File: config.mk
export PLATFORM = sky130hd
export DESIGN_NAME = wordmem_ctrl
export DESIGN_NICKNAME = d
export VERILOG_FILES = /design/src/rtl/mem_pkg.sv /design/src/rtl/wordmem_ctrl_wordcell.sv /design/src/rtl/wordmem_ctrl.sv
export SDC_FILE = /design/constraint.sdc
export NUM_CORES = 1
export LEC_CHECK = 0
export CAP_MARGIN = 20
export CORE_ASPECT_RATIO = 0.8
export CORE_MARGIN = 5
export CORE_UTILIZATION = 25
export DETAILED_ROUTE_END_ITERATION = 8
export PLACE_DENSITY = 0.48
export REMOVE_ABC_BUFFERS = 1
export SLEW_MARGIN = 10
export SYNTH_ARGS = -nofsm -noshare
export SYNTH_HDL_FRONTEND = slang
export SYNTH_HIERARCHICAL = 1
export SYNTH_SLANG_ARGS = --single-unit
export TNS_END_PERCENT = 100
File: constraint.sdc
create_clock -name clk -period 1.92 [get_ports clk]
set_clock_uncertainty 0.05 [all_clocks]
set_input_delay 0.192 -clock clk [delete_from_list [all_inputs] [get_ports clk]]
set_output_delay 0.192 -clock clk [all_outputs]
set_load 0.05 [all_outputs]
File: src/rtl/mem_pkg.sv
// Shared command and state encodings for the word memory controller.
package mem_pkg;

    localparam logic OP_READ  = 1'b0;
    localparam logic OP_WRITE = 1'b1;

    typedef enum logic {
        ST_CLEAR = 1'b0,
        ST_IDLE  = 1'b1
    } state_t;

endpackage

File: src/rtl/wordmem_ctrl_wordcell.sv
// Single WIDTH-bit storage word with a write enable.
// There is no reset because contents are initialised by the controller's clear sweep.
module wordcell #(
    parameter int WIDTH = 8
) (
    input  logic             clk,
    input  logic             we,
    input  logic [WIDTH-1:0] d,
    output logic [WIDTH-1:0] q
);

    logic [WIDTH-1:0] word_q;

    // Capture d on any enabled edge. Otherwise hold the stored value.
    always_ff @(posedge clk) begin
        if (we) begin
            word_q <= d;
        end
    end

    assign q = word_q;

endmodule

File: src/rtl/wordmem_ctrl.sv
// Clocked WIDTH x DEPTH word memory with a sel/op command interface.
// It runs a clear-all sweep after reset and on request.
// The read path is registered, and accesses beyond DEPTH-1 raise err.
module wordmem_ctrl
    import mem_pkg::*;
#(
    parameter int               WIDTH    = 8,
    parameter int               DEPTH    = 8,
    parameter logic [WIDTH-1:0] INIT_VAL = '0,
    localparam int              AW       = $clog2(DEPTH)
) (
    input  logic             clk,
    input  logic             rst_n,
    input  logic             sel,
    input  logic             op,
    input  logic [AW-1:0]    addr,
    input  logic [WIDTH-1:0] inp,
    input  logic             clr,
    output logic             ready,
    output logic             busy,
    output logic [WIDTH-1:0] outp,
    output logic             outp_valid,
    output logic             err
);

    state_t           state_q, state_d;
    logic [AW-1:0]    cnt_q, cnt_d;
    logic [WIDTH-1:0] outp_q, outp_d;
    logic             outp_valid_q, outp_valid_d;
    logic             err_q, err_d;
    logic             busy_q, busy_d;

    logic             sweep;
    logic             in_range;
    logic             wr_en;
    logic [WIDTH-1:0] rd_data;
    logic [WIDTH-1:0] cell_d;
    logic [DEPTH-1:0] cell_we;
    logic [WIDTH-1:0] word_q [DEPTH];

    assign sweep    = (state_q == ST_CLEAR);
    assign ready    = (state_q == ST_IDLE) && !clr;
    // Compare with one extra bit so that DEPTH itself is representable.
    assign in_range = ({1'b0, addr} < (AW + 1)'(DEPTH));
    assign wr_en    = sel && ready && (op == OP_WRITE) && in_range;
    assign cell_d   = sweep ? INIT_VAL : inp;

    // Storage words: a command write or the sweep write enables each word.
    for (genvar i = 0; i < DEPTH; i++) begin : g_cell
        assign cell_we[i] = (wr_en && (addr == AW'(i))) || (sweep && (cnt_q == AW'(i)));
        wordcell #(.WIDTH(WIDTH)) u_cell (
            .clk (clk),
            .we  (cell_we[i]),
            .d   (cell_d),
            .q   (word_q[i])
        );
    end

    // Read mux. Out-of-range addresses select zero.
    always_comb begin
        rd_data = '0;
        for (int i = 0; i < DEPTH; i++) begin
            if (addr == AW'(i)) begin
                rd_data = word_q[i];
            end
        end
    end

    // Next-state and registered-output logic for the CLEAR/IDLE controller.
    always_comb begin
        state_d      = state_q;
        cnt_d        = cnt_q;
        outp_d       = outp_q;
        outp_valid_d = 1'b0;
        err_d        = 1'b0;
        busy_d       = busy_q;
        case (state_q)
            ST_CLEAR: begin
                // Stop on the last real word so that non-power-of-two depths never wrap.
                if (cnt_q == AW'(DEPTH - 1)) begin
                    state_d = ST_IDLE;
                    cnt_d   = '0;
                    busy_d  = 1'b0;
                end else begin
                    cnt_d = cnt_q + AW'(1);
                end
            end
            default: begin
                if (clr) begin
                    state_d = ST_CLEAR;
                    cnt_d   = '0;
                    busy_d  = 1'b1;
                end else if (sel) begin
                    err_d = !in_range;
                    if (op == OP_READ) begin
                        outp_d       = in_range ? rd_data : '0;
                        outp_valid_d = 1'b1;
                    end
                end
            end
        endcase
    end

    // Controller state and output registers. Reset starts a fresh sweep.
    always_ff @(posedge clk or negedge rst_n) begin
        if (!rst_n) begin
            state_q      <= ST_CLEAR;
            cnt_q        <= '0;
            outp_q       <= '0;
            outp_valid_q <= 1'b0;
            err_q        <= 1'b0;
            busy_q       <= 1'b1;
        end else begin
            state_q      <= state_d;
            cnt_q        <= cnt_d;
            outp_q       <= outp_d;
            outp_valid_q <= outp_valid_d;
            err_q        <= err_d;
            busy_q       <= busy_d;
        end
    end

    assign busy       = busy_q;
    assign outp       = outp_q;
    assign outp_valid = outp_valid_q;
    assign err        = err_q;

endmodule

==> metrics list <==
- The number of clock buffers added by TritonCTS is 9.
- Power share of the sequential group: a little over two fifths
- CTS clock-pin slew for the worst setup and hold paths: approximately 0.06 ns
- Setup violations remaining at the end of the flow were counted as 0.
- Clock tree from TritonCTS: built
- Compared with the post-synthesis result, the final layout area differs by 27.9%.
* Worst-case headroom to the max-slew limit: just over 50%
- First-pass GRT wire length: approximately 13,000 um
* Pin count of the biggest net entering global routing: 21
- Number of warning messages in the yosys log: 6
- Global routing consumed, over all layers together, 10.7% of the routing resources.
- DP Wirelength: approximately 5700 um
- Number of instances in the placed design: 454
* Antenna violations before repair: 0
- The clock drives between 70 and 80 sinks.
* Dominant cell type by area after synthesis: sky130_fd_sc_hd__edfxtp_1
* Internal power of the cells: 0.00413 W
* Startpoint type of the worst setup path: register
- Non-filler instance count after layout: 470
- Routability-driven placement finished with a final weighted congestion of between 0.7 and 0.8.
* Largest stage delay on the critical path: 0.83 ns
- Number of input and output port buffers inserted: 26
- Layout net count: approximately 310
* Startpoint of the lowest-slack register-to-register path: state_q$_DFF_PN0_
- For the worst flop-to-flop path, the logic depth is 4.
- The worst register-to-register path has a setup slack of ~0.22 ns.
- In this run the post-CTS setup repair buffer count came out at 0.
* Most frequent cells in the layout: 64 x sky130_fd_sc_hd__edfxtp_1, 35 x sky130_fd_sc_hd__buf_4, 24 x sky130_fd_sc_hd__clkdlybuf4s50_1, 18 x sky130_fd_sc_hd__a21oi_1, 14 x sky130_fd_sc_hd__nor2_1
* Clock Tree Buf Depth: 2
- The average instance in the mapped netlist occupies approximately 14 sq um.
- Max stage delay cell, worst path: sky130_fd_sc_hd__clkdlybuf4s50_1
- Initial DRC count: between 150 and 200
- In the routed design, unresolved DRC markers number 0.
* Syn Std Cell Area: about 0.0034 sq mm
* Run status: finished clean
- Switching power summed over all nets: about 0.0019 W
- Together, buffers and inverters on the worst path number 1.
- Leak Pwr: 1.61 nW
* Via Count: approximately 2,100
- H-tree depth: 3
- Horizontal die dimension: 140 um
- Of the cells placed in the final design, the portion with a size suffix greater than 1 is a little over a fifth.
- After clock tree synthesis, the flow added hold-fix buffers numbering 0.
- The endpoint identified for the worst register-to-register timing path is g_cell[5].u_cell/q[4]$_DFFE_PP_.
- Layout Utilization: roughly 33%
- Ranked by total cell area, the synthesized netlist is headed by sky130_fd_sc_hd__edfxtp_1 57%, sky130_fd_sc_hd__dfrtp_1 9.7%, sky130_fd_sc_hd__a21oi_1 2.7%.
- Per report_power, the combinational group accounts for between 20 and 30% of the total.
- Summed over all layers, the routed wires come to between 8000 and 9000 um.
- The synthesized netlist contains 31 unique library cells.
* Data required time at the worst endpoint: about 1.7 ns
- Post-synthesis register bit count: 78
- Setup repair after global routing left no endpoint under its margin.
* Kind of cell adding the most delay to the critical path: buffers and inverters
- The path class of the tightest hold or removal check is input pin to asynchronous set/reset pin.
* Net switching share of the total power: about a third
- Of the total power, the clock network draws 26.8%.
- For this configuration, the core starts out at a cell density of 25.8%.
- Synthesized instance count: roughly 240
- The design draws between 0.006 and 0.007 W.
* Global-route congestion overflow total: 0
- Once detail routing completed, the nets flagged for antenna violations numbered 0.
* Clk Latency, worst-skew pair: between 0.3 and 0.4 ns
- Post-synthesis sequential area ratio: 67.7%
* Number of maximum-capacitance constraint violations: 0
* Critical-path maximum fanout: 2
- Cell chain of the critical path: clkdlybuf4s50_1
- Data arrival time of the worst path: approximately 1.6 ns
* Io pins: 28
- Die outline height: about 110 um
- Timing would allow up to between 0.5 and 0.6 GHz.
- Detail-routed net length per standard cell: approximately 17 um
- The final critical path takes up approximately 95% of the cycle.
- The number of antenna diodes in the final layout is 0.
* Actual transition at the worst max-transition pin: between 0.7 and 0.8 ns
* Final count of pins violating max slew: 0
- The worst-case IR drop observed on VDD is ~0.00055 V.
- Cell area power density: between 1000 and 1500 mW/mm^2
* Critical path start-end classification: register to output port
- The first TritonRoute pass finished after 4 iterations.
- After layout, the minimum clock period comes to roughly 1.8 ns.
* Die Footprint: between 0.015 and 0.02 sq mm
- After clock tree synthesis, the repair step resized 0 gates.
- The hold violation count in the final report was 0.
- In this run the standard cell core region covers between 0.01 and 0.015 sq mm.
- Standard-cell rows: 37
- Via count of the first global-routing pass: 2,150
* Most common library cell in the layout ignoring fill and taps: sky130_fd_sc_hd__edfxtp_1
- Kind of end point of the critical path: output port
- Portion of synthesized cell area occupied by the leading cell type: 57.2%
- Via-to-Cell Ratio: between 4 and 5
* Clock root buffer: sky130_fd_sc_hd__clkbuf_16
how the worst max path moves through the flow:
| stage | from | end | cells past startpoint |
|---|---|---|---|
| floorplan | state_q$_DFF_PN0_ | g_cell[3].u_cell/q[0]$_DFFE_PP_ | 3 |
| global placement | addr[1] | outp[3]$_DFFE_PN0P_ | 6 |
| detailed placement | addr[1] | outp[7]$_DFFE_PN0P_ | 6 |
| CTS | outp[6]$_DFFE_PN0P_ | outp[6] | 1 |
| global route | state_q$_DFF_PN0_ | g_cell[5].u_cell/q[4]$_DFFE_PP_ | 4 |
| finish | outp[6]$_DFFE_PN0P_ | outp[6] | 1 |
synth_stat cells, drive strengths merged:
cell	n
o32ai	3
a31oi	8
dfrtp	13
conb	1
nor2	14
and4bb	1
nor2b	2
edfxtp	64
a32o	4
mux2	9
and2	8
a211o	8
ha	6
buf	13
o21ai	8
mux2i	8
o22ai	9
a21oi	18
clkbuf	5
dfstp	1
nand4	2
a221o	8
inv	8
o31ai	2
nand3	1
nand2	12
sequential cells by signal (all words and copies together), names as in the netlist:
name             cells
busy                 1
cnt_q                3
g_cell.u_cell/q     64
outp                 8
outp_valid           1
state_q              1
logic make-up after synthesis:
logic type      share of synthesized area (%)
simple gates                             5.85
flops                                    67.7
fa+ha+maj                                2.24
buf+inv                                  4.10
mux                                      6.07
other cells                             0.112
compound gates                           13.9
metrics by stage:
step / cell area [sq um] / TNS [ns] / setup slack [ns] / hold WS (ns)
after global routing: 4300 / 0 / 0.0376 / 0.137
after global placement: 4010 / -2.14 / -0.105 / 0.438
after floorplan: 3250 / -50.45 / -1.00 / -0.154
after detailed placement: 4010 / -1.73 / -0.118 / 0.455
final: 4300 / 0 / 0.103 / 0.137
after CTS: 4300 / 0 / 0.0964 / 0.136
worst register-to-register path: stages, from the launching register on:
cell and delay, ns:
sky130_fd_sc_hd__dfrtp_1 0.33, sky130_fd_sc_hd__nor2b_1 0.23, sky130_fd_sc_hd__nand4_1 0.20, sky130_fd_sc_hd__o31ai_1 0.36, sky130_fd_sc_hd__buf_4 0.23
layout make-up:
| class | instances | area [sq um] |
|---|---|---|
| Inverter | 8 | 30.0 |
| Fill cell | 1277 | 8710 |
| Sequential cell | 78 | 2270 |
| Tap cell | 175 | 219 |
| Clock inverter | 5 | 51.3 |
| Timing Repair Buffer | 61 | 543 |
| Multi-Input combinational cell | 132 | 947 |
| Clock buffer | 11 | 233 |
power groups by stage:
stage | Sequential (W) | Clock, W | Combinational, W
6_report | 0.00262 | 0.00162 | 0.00181
5_1_grt | 0.00267 | 0.00176 | 0.00196
4_1_cts | 0.00262 | 0.00166 | 0.00184
3_5_place_dp | 0.00266 | 0 | 0.00184
3_3_place_gp | 0.00264 | 0 | 0.00183
2_1_floorplan | 0.00297 | 0 | 0.000698
metal layers:
layer | GRT usage (%) | part of all wire (%) | vias to the layer above
met2 | 16.0 | 45 | 52
li1 | - | - | 1011
met5 | 0 | 0 | -
met3 | 3.69 | 5.4 | 5
met1 | 14.9 | 49 | 1045
met4 | 2.84 | 0.59 | 0
(Power assumes the default switching activity.)
